## src/rtl/pipe_pkg.sv

```systemverilog
// Shared pipeline definitions: forwarding-mux encodings, the x0 address and the shadow-slot types
// the hazard controller uses to track what sits in EX and MEM.
package pipe_pkg;

    localparam logic [1:0] FWD_RF    = 2'b00;
    localparam logic [1:0] FWD_EXMEM = 2'b01;
    localparam logic [1:0] FWD_MEMWB = 2'b10;

    localparam logic [4:0] REG_X0 = 5'd0;

    typedef struct packed {
        logic [4:0] rd;
        logic       wr;
        logic       load;
        logic       mc;
    } ex_slot_t;

    typedef struct packed {
        logic [4:0] rd;
        logic       wr;
    } mem_slot_t;

    // Picks the operand source for a register read. The EX producer is younger than the MEM one
    // and wins. A load in EX has no data yet; the load-use stall covers that case instead.
    function automatic logic [1:0] fwd_sel(input logic [4:0] rs, input ex_slot_t ex,
                                           input mem_slot_t mem);
        logic [1:0] sel;
        sel = FWD_RF;
        if (ex.wr && ex.rd != REG_X0 && rs == ex.rd && !ex.load) begin
            sel = FWD_EXMEM;
        end else if (mem.wr && mem.rd != REG_X0 && rs == mem.rd) begin
            sel = FWD_MEMWB;
        end
        return sel;
    endfunction

endpackage

```

## src/rtl/mc_busy_cnt.sv

```systemverilog
// Loadable down-counter that tracks how long a multi-cycle op still has to spend in EX.
// CNT_W must be wide enough to hold MC_LAT-1.
module mc_busy_cnt #(
    parameter int unsigned MC_LAT = 4,
    parameter int unsigned CNT_W  = 3
) (
    input  logic clk,
    input  logic rst,
    input  logic start_i,
    output logic busy_o,
    output logic done_o
);

    localparam logic [CNT_W-1:0] LoadVal = CNT_W'(MC_LAT - 1);

    logic [CNT_W-1:0] cnt_q, cnt_d;

    always_comb begin
        cnt_d = cnt_q;
        if (start_i) begin
            cnt_d = LoadVal;
        end else if (cnt_q != '0) begin
            cnt_d = cnt_q - CNT_W'(1);
        end
    end

    always_ff @(posedge clk) begin
        if (rst) begin
            cnt_q <= '0;
        end else begin
            cnt_q <= cnt_d;
        end
    end

    assign busy_o = (cnt_q != '0);
    // High in the last frozen cycle; the op leaves EX on the following cycle.
    assign done_o = (cnt_q == CNT_W'(1));

endmodule

```

## src/rtl/hazard_ctrl.sv

```systemverilog
// Pipeline scheduler for the 5-stage core: load-use stall, multi-cycle freeze, branch squash and
// registered operand-forwarding selects for the instruction about to enter EX.
module hazard_ctrl
    import pipe_pkg::*;
#(
    parameter int unsigned MC_LAT = 4,
    parameter int unsigned CNT_W  = 3
) (
    input  logic       clk,
    input  logic       rst,
    input  logic       id_valid,
    input  logic [4:0] id_rs1_ad,
    input  logic [4:0] id_rs2_ad,
    input  logic       id_rs1_used,
    input  logic       id_rs2_used,
    input  logic [4:0] id_rd_ad,
    input  logic       id_rdEn,
    input  logic       id_is_load,
    input  logic       id_is_mc,
    input  logic       ex_branch_taken,
    output logic       pc_en,
    output logic       if_id_en,
    output logic       if_id_flush,
    output logic       id_ex_en,
    output logic       id_ex_bubble,
    output logic       ex_mem_en,
    output logic [1:0] fwd1_sel,
    output logic [1:0] fwd2_sel
);

    ex_slot_t   ex_q, ex_d;
    mem_slot_t  mem_q, mem_d;
    logic [1:0] fwd1_q, fwd1_d;
    logic [1:0] fwd2_q, fwd2_d;

    ex_slot_t id_slot;
    logic     lu;
    logic     freeze;
    logic     branch;
    logic     mc_start;
    logic     mc_busy;
    logic     mc_done;
    logic     unused_mc_done;

    assign id_slot = '{
        rd:   id_rd_ad,
        wr:   id_valid & id_rdEn,
        load: id_valid & id_is_load,
        mc:   id_valid & id_is_mc
    };

    assign lu = id_valid && ex_q.wr && ex_q.load && (ex_q.rd != REG_X0) &&
                ((id_rs1_used && id_rs1_ad == ex_q.rd) || (id_rs2_used && id_rs2_ad == ex_q.rd));

    assign freeze = ex_q.mc & mc_busy;
    assign branch = ex_branch_taken & ~freeze;

    // Counter is loaded as the mc op enters EX so the freeze covers MC_LAT-1 cycles and the op
    // advances on the cycle the count returns to zero.
    assign mc_start = id_ex_en & ~id_ex_bubble & id_slot.mc;

    mc_busy_cnt #(
        .MC_LAT (MC_LAT),
        .CNT_W  (CNT_W)
    ) u_mc_busy_cnt (
        .clk     (clk),
        .rst     (rst),
        .start_i (mc_start),
        .busy_o  (mc_busy),
        .done_o  (mc_done)
    );

    assign unused_mc_done = mc_done;

    always_comb begin
        pc_en        = 1'b1;
        if_id_en     = 1'b1;
        if_id_flush  = 1'b0;
        id_ex_en     = 1'b1;
        id_ex_bubble = 1'b0;
        ex_mem_en    = 1'b1;
        if (!rst) begin
            if (freeze) begin
                pc_en     = 1'b0;
                if_id_en  = 1'b0;
                id_ex_en  = 1'b0;
                ex_mem_en = 1'b0;
            end else if (branch) begin
                if_id_flush  = 1'b1;
                id_ex_bubble = 1'b1;
            end else if (lu) begin
                pc_en        = 1'b0;
                if_id_en     = 1'b0;
                id_ex_bubble = 1'b1;
            end
        end
    end

    always_comb begin
        ex_d   = ex_q;
        mem_d  = mem_q;
        fwd1_d = fwd1_q;
        fwd2_d = fwd2_q;
        if (id_ex_en) begin
            if (id_ex_bubble) begin
                ex_d   = '0;
                fwd1_d = FWD_RF;
                fwd2_d = FWD_RF;
            end else begin
                ex_d   = id_slot;
                fwd1_d = fwd_sel(id_rs1_ad, ex_q, mem_q);
                fwd2_d = fwd_sel(id_rs2_ad, ex_q, mem_q);
            end
        end
        if (ex_mem_en) begin
            mem_d = '{rd: ex_q.rd, wr: ex_q.wr};
        end
    end

    always_ff @(posedge clk) begin
        if (rst) begin
            ex_q   <= '0;
            mem_q  <= '0;
            fwd1_q <= FWD_RF;
            fwd2_q <= FWD_RF;
        end else begin
            ex_q   <= ex_d;
            mem_q  <= mem_d;
            fwd1_q <= fwd1_d;
            fwd2_q <= fwd2_d;
        end
    end

    assign fwd1_sel = fwd1_q;
    assign fwd2_sel = fwd2_q;

endmodule

```

## config.mk

```make
export PLATFORM = sky130hd
export DESIGN_NAME = hazard_ctrl
export DESIGN_NICKNAME = d
export VERILOG_FILES = /design/src/rtl/pipe_pkg.sv /design/src/rtl/mc_busy_cnt.sv /design/src/rtl/hazard_ctrl.sv
export SDC_FILE = /design/constraint.sdc
export NUM_CORES = 1
export LEC_CHECK = 0
export ABC_AREA = 1
export BUFFER_PORTS_ARGS = -buffer_cell sky130_fd_sc_hd__buf_2
export CAP_MARGIN = 20
export CORE_MARGIN = 2
export CORE_UTILIZATION = 56
export CTS_BUF_LIST = sky130_fd_sc_hd__clkbuf_2 sky130_fd_sc_hd__clkbuf_4 sky130_fd_sc_hd__clkbuf_8
export DETAILED_ROUTE_END_ITERATION = 10
export MAX_ROUTING_LAYER = met4
export PLACE_DENSITY = 0.84
export SLEW_MARGIN = 20
export SYNTH_ARGS = -nofsm -noshare
export SYNTH_HDL_FRONTEND = slang
export SYNTH_HIERARCHICAL = 1
export SYNTH_SLANG_ARGS = --single-unit
```

## constraint.sdc

```tcl
create_clock -name clk -period 4.9 [get_ports clk]
set_clock_uncertainty 0.15 [all_clocks]
set_input_delay 0.49 -clock clk [delete_from_list [all_inputs] [get_ports clk]]
set_output_delay 0.49 -clock clk [all_outputs]
set_load 0.01 [all_outputs]
```

==> results of run 1 <==
worst min-delay path: cells and delay by family:
family | cells | cell delay (ps)
AO/OA/AOI/OAI | 1 | 40
buffers and inverters | 1 | 80
AND/OR/NAND/NOR | 1 | 50
registers in the layout, indices dropped and copies added, names as in the netlist:
name,count
fwd2_sel,2
mem_q,6
ex_q,8
u_mc_busy_cnt/cnt_q,3
fwd1_sel,2
where the power goes:
group | internal, mW | switching, mW | total [mW] | leakage, nW
Sequential | 0.189 | 0.0127 | 0.202 | 0.171
Clock | 0.0373 | 0.0525 | 0.0899 | 0.0184
Combinational | 0.0608 | 0.0948 | 0.156 | 0.543
Total | 0.287 | 0.160 | 0.447 | 0.732
layout by cell type, fill, tap and decap left out, types with 4 or more instances in the layout:
cell type / count
nand2_1: 49
o21ai_2: 4
nand2_2: 4
o21ai_1: 4
nor2_1: 9
buf_2: 33
inv_1: 23
dfxtp_1: 21
nand3_1: 8
clkbuf_4: 4
inv_2: 12
a21oi_1: 4
o22ai_1: 9
xnor2_1: 4
nand4_1: 5
o21ai_0: 4
area by class of cell:
| type | count | area share, % |
|---|---|---|
| Clock buffer | 4 | 2.057 |
| Inverter | 36 | 9.426 |
| Multi-Input combinational cell | 123 | 46.02 |
| Sequential cell | 21 | 28.79 |
| Tap cell | 28 | 2.399 |
| Timing Repair Buffer | 33 | 11.31 |
worst min-delay path by stage:
| stage | startpoint | endpoint | slack [ps] | cells past startpoint |
|---|---|---|---|---|
| finish | id_rd_ad[1] | ex_q[4] | 230 | 3 |
| detailed placement | fwd1_sel[1] | fwd1_sel[1] | 290 | 2 |
| global placement | fwd2_sel[1] | fwd2_sel[1] | 280 | 2 |
| floorplan | mem_q[0] | mem_q[0] | 300 | 1 |
| global route | id_rd_ad[1] | ex_q[4] | 240 | 3 |
| CTS | id_rd_ad[1] | ex_q[4] | 220 | 3 |
metal layers:
layer / wire length [µm] / track usage, % / up-vias / part of all wire (%)
li1: - / - / 656 / -
met1: 1231 / 29.89 / 600 / 40
met2: 1619 / 48.05 / 43 / 53
met3: 174 / 4.094 / 5 / 5.6
met4: 55 / 14.91 / 0 / 1.8
met5: 0 / - / - / 0
per-stage QoR:
step                      area [µm²]  power [mW]  std cells  hold WS [ps]  setup slack, ps
final                           1460      0.4474        245         232.0             2314
after floorplan                 1255      0.3218        184         299.3             2713
after detailed placement        1430      0.3618        241         286.5             2614
after CTS                       1460      0.4508        245         222.2             2301
after global placement          1430      0.3500        241         284.4             2685
after global routing            1460      0.4797        245         241.9             2124
==> metrics.md, run 1 <==
| Metric | Value |
|---|---|
| Wirelength per Cell | about 13 µm |
| Die width | 51.34 µm |
| Die H | 51.34 µm |
| Reg-to-reg endpoint | fwd2_sel[1] |
| H-tree depth | 1 |
| Hold Path Class | primary input to register |
| Worst R2R Setup Slack | around 2900 ps |
| Gpl congestion | 0.9625 |
| Crit-path max FO | 7 |
| Pwr dens | 306.4 nW/µm² |
| Post-Syn Instances | 184 |
| Antenna cells | 0 |
| Later-pin clock latency in the skew report | 310 ps |
| Net count, final | 244 |
| Rel. slew slack | 75.44% |
| Max Freq | 0.3867 GHz |
| DPL Wire Length | about 2500 µm |
| Worst Tran Pin Value | 367.1 ps |
| Gr usage total | a little over a quarter |
| Post-DRT Antenna Nets | 0 |
| WP depth | 9 |
| CTS Buf Count | 3 |
| Starting Density | 57.84% |
| Pins over their slew limit | 0 |
| Congestion Overflow GR | 0 |
| Crit path launch | u_mc_busy_cnt/cnt_q[0] |
| Worst path bufs/invs | 4 |
| Max cap viols | 0 |
| Core area | 2170 µm² |
| R2R cell count | 10 |
| Post_cts resized | 0 |
| Setup violators final | 0 |
| Period utilization | 52.77% |
| CTS Buffer Depth | 2 |
| Critical Path Source Type | register |
| Setup bufs post-CTS | 0 |
| Outcome | completed |
| WS Path Type | register to output pin |
| Root buffer cell | clkbuf_4 |
| Final Hold Viols | 0 |
| Mean Syn Cell Area | 6.820 µm² |
| CTS tree | done |
| Critical path capture point | if_id_flush |
| Vias in the first global route | 1,272 |
| Die footprint | about 2600 µm² |
| Antenna violations before repair | 0 |
| Top Family by Delay on Critical Path | simple AND/OR/NAND/NOR gates |
| Drt via density | 5.322 |
| CP max stage cell | dfxtp_1 |
| WP data required | 4260 ps |
| Largest net degree at the start of global routing | 16 |
| Hold-fix buffers, CTS | 0 |
| VDD IR max | 0.2447 mV |
| Layout cells sized above 1 | between 30% and 40% |
| Reg2reg start | u_mc_busy_cnt/cnt_q[0] |
| # fillers | 214 |
| Vias after detailed routing | 1,304 |
| Worst stage delay on the critical path | 330 ps |
| Area grow syn2layout | 16.35% |
| WL final | 3080 µm |
| Post-Syn Area | about 1300 µm² |
| DRC viols | 0 |
| RSZ-0062 raised after global routing | false |
| CP Cell Sequence | inv_1, ha_1, nand2_2, nand2_2, inv_1, nor2_1, inv_2, nor2_1, buf_2 |
| Row count | 17 |
| Syn Nets | 210 |
| Util after Layout | 67.30% |
| CTS clk-pin slew, worst paths | 110 ps |
| Io pins | 34 |
| Leakage | 0.7324 nW |
| 1st-iter DRT viols | 23 |
| Port Buffers | 33 |
| Crit. End Element | output pin |
| FF/Latch Area | around 420 µm² |
| Crit path arrival time | 1950 ps |
| Final worst path period need | around 2600 ps |
| First-pass GRT wire length | between 5000 and 6000 µm |
| Footprint of the multi-input gates | 671.9 µm² |
| YS warnings | 6 |
| Total clock sinks | 21 |
| DRT Pass-1 Iters | 4 |
| TNS Setup | 0 ps |
(Power assumes the default switching activity.)
==> inputs of run 2 (changes only) <==
Settings changed: CORE_UTILIZATION 56 to 54, PLACE_DENSITY 0.84 to 0.82.
Clock period 4.9 ns to 2.4 ns, I/O delays scaled along.
==> metrics.md, run 2 (synthesis results as in run 1) <==
| Metric | Value |
|---|---|
| Outcome | completed |
| Core area | 2212 µm² (+2.0%) |
| Io pins | 34 (unchanged) |
| Pwr dens | 607.7 nW/µm² (+98%) |
| # fillers | 195 (-8.9%) |
| DRT Pass-1 Iters | 4 (unchanged) |
| TNS Setup | 0 ps (unchanged) |
| Pins over their slew limit | 0 (unchanged) |
| Antenna violations before repair | 0 (unchanged) |
| CTS Buffer Depth | 2 (unchanged) |
| Layout cells sized above 1 | 32.59% (+1.3 points) |
| Area grow syn2layout | 21.93% |
| Congestion Overflow GR | 0 (unchanged) |
| Die width | 52.21 µm (+1.7%) |
| CP max stage cell | dfxtp_1 |
| Die footprint | 2725 µm² (+3.4%) |
| DPL Wire Length | 2440 µm (-1.9%) |
| Most common cell after layout, fill and taps aside | nand2_1 |
| Leakage | 0.7644 nW (+4.4%) |
| H-tree depth | 1 (unchanged) |
| RSZ-0062 raised after global routing | false |
| Fin area | 1530 µm² (+4.8%) |
| Total power | 0.9299 mW (+110%) |
| Rel. slew slack | 80.85% (+5.4 points) |
| CP Cell Sequence | inv_1, ha_1, nand2_2, nand2_2, nor2_4, inv_2, o31ai_1, inv_1, buf_2 |
| Setup violators final | 0 (unchanged) |
| WL final | 3217 µm (+4.4%) |
| WS Path Type | register to output pin |
| CTS tree | done |
| VDD IR max | 0.5176 mV (+110%) |
| Gate power share | 35.3% (+0.5 points) |
| Final worst path period need | between 2000 and 2500 ps |
| Worst Tran Pin Value | 286.8 ps (-80.23 ps) |
| Port Buffers | 33 (unchanged) |
| Util after Layout | 69.17% (+1.9 points) |
| CTS clk-pin slew, worst paths | 120 ps (about the same) |
| Crit-path max FO | 15 (+8) |
| 1st-iter DRT viols | 49 (+110%) |
| CTS Buf Count | 3 (unchanged) |
| Crit path arrival time | 1850 ps (-100 ps) |
| Sw Pwr | 0.3334 mW (+110%) |
| Vias after detailed routing | 1,326 (+1.7%) |
| Clock power frac | 20.0% (about the same) |
| First-pass GRT wire length | 4926 µm (-5.7%) |
| Vias in the first global route | 1,220 (-4.1%) |
| Gpl congestion | 0.9423 (-2.1%) |
| Top Registers | ex_q (8), mem_q (6), u_mc_busy_cnt/cnt_q (3) |
| Later-pin clock latency in the skew report | 310 ps (about the same) |
| Row count | 17 (unchanged) |
| Starting Density | 56.73% (-1.1 points) |
| WP data required | 2010 ps (-2250 ps) |
| Crit. End Element | output pin |
| Drt via density | 5.262 (-1.1%) |
| Max cap viols | 0 (unchanged) |
| Gr usage total | 25.42% (-2.0 points) |
| Worst stage delay on the critical path | 370 ps (+40 ps) |
| Pint | 0.5965 mW (+110%) |
| Final Hold Viols | 0 (unchanged) |
| Post-DRT Antenna Nets | 0 (unchanged) |
| Hold Path Class | primary input to register |
| DRC viols | 0 (unchanged) |
| Commonest non-fill, non-tap cells in the layout | 49 x nand2_1, 33 x buf_2, 23 x inv_1 |
| Largest net degree at the start of global routing | 16 (unchanged) |
| Area after DPL | 1430 µm² (unchanged) |
| Net count, final | 251 (+2.9%) |
| Max reg flops | 8 (unchanged) |
| Die H | 52.21 µm (+1.7%) |
| Antenna cells | 0 (unchanged) |
| Wirelength per Cell | 12.77 µm (+1.5%) |
| Hold WS | 59.50 ps (-172.5 ps) |
| Sw Share | 35.86% (+0.090 points) |
| Root buffer cell | clkbuf_4 |
| Max Freq | 0.4474 GHz |
| Biggest register | ex_q |
| Critical Path Source Type | register |
| Flop pwr share | 44.6% (-0.5 points) |
| Total clock sinks | 21 (unchanged) |
| Period utilization | 93.14% |
## run 2: per-layer routing
metal / GRT usage [%] / part of all wire, % / up-vias
met4: 11.54 / 1.6 / 0
met2: 44.73 / 52 / 46
li1: - / - / 670
met1: 28.26 / 40 / 604
met5: - / 0 / -
met3: 4.000 / 6.5 / 6
## run 2: final timing paths
kind / start / end / slack (ps) / cells past startpoint
min reg2reg: fwd2_sel[1] / fwd2_sel[1] / 310 / 2
max reg2reg: u_mc_busy_cnt/cnt_q[0] / fwd2_sel[1] / 400 / 10
max: u_mc_busy_cnt/cnt_q[0] / pc_en / 160 / 9
min: id_is_load / ex_q[1] / 60 / 3
## run 2: area by class of cell
cell class                 count  area (µm²)  area share [%]
tap                           28       35.03           2.289
multi-input combinational    123       674.4           44.07
sequential                    21       422.9           27.64
clock buffer                   4       30.03           1.962
inverter                      36       137.6           8.994
timing repair buffer          40       230.2           15.04
## run 2: through the flow
stage                     instances  setup WS, ps
after floorplan                 184         462.9
after global placement          241         528.3
after detailed placement        241         424.5
after CTS                       250         68.89
after global routing            252         7.570
final                           252         164.7
## run 2: timing repair
action                                  CTS  global route
endpoints found under the setup margin    0             3
endpoints found under the hold margin     5             0
setup buffers                             0             2
resized for setup                         0             3
hold buffers                              5             0
## run 2: power groups by stage
stage / sequential (mW) / clock, mW / combinational [mW]
2_1_floorplan: 0.414 / 0 / 0.243
3_3_place_gp: 0.418 / 0 / 0.298
3_5_place_dp: 0.422 / 0 / 0.318
4_1_cts: 0.414 / 0.190 / 0.325
5_1_grt: 0.417 / 0.205 / 0.371
6_report: 0.415 / 0.186 / 0.329
## run 2: worst max-delay path: cells and delay by family, from the launching register on
family / cells / cell delay, ps
buffers and inverters: 4 / 440
and+or+nand+nor: 3 / 370
AOI/OAI and AO/OA: 1 / 100
DFF: 1 / 370
adders and majority gates: 1 / 240
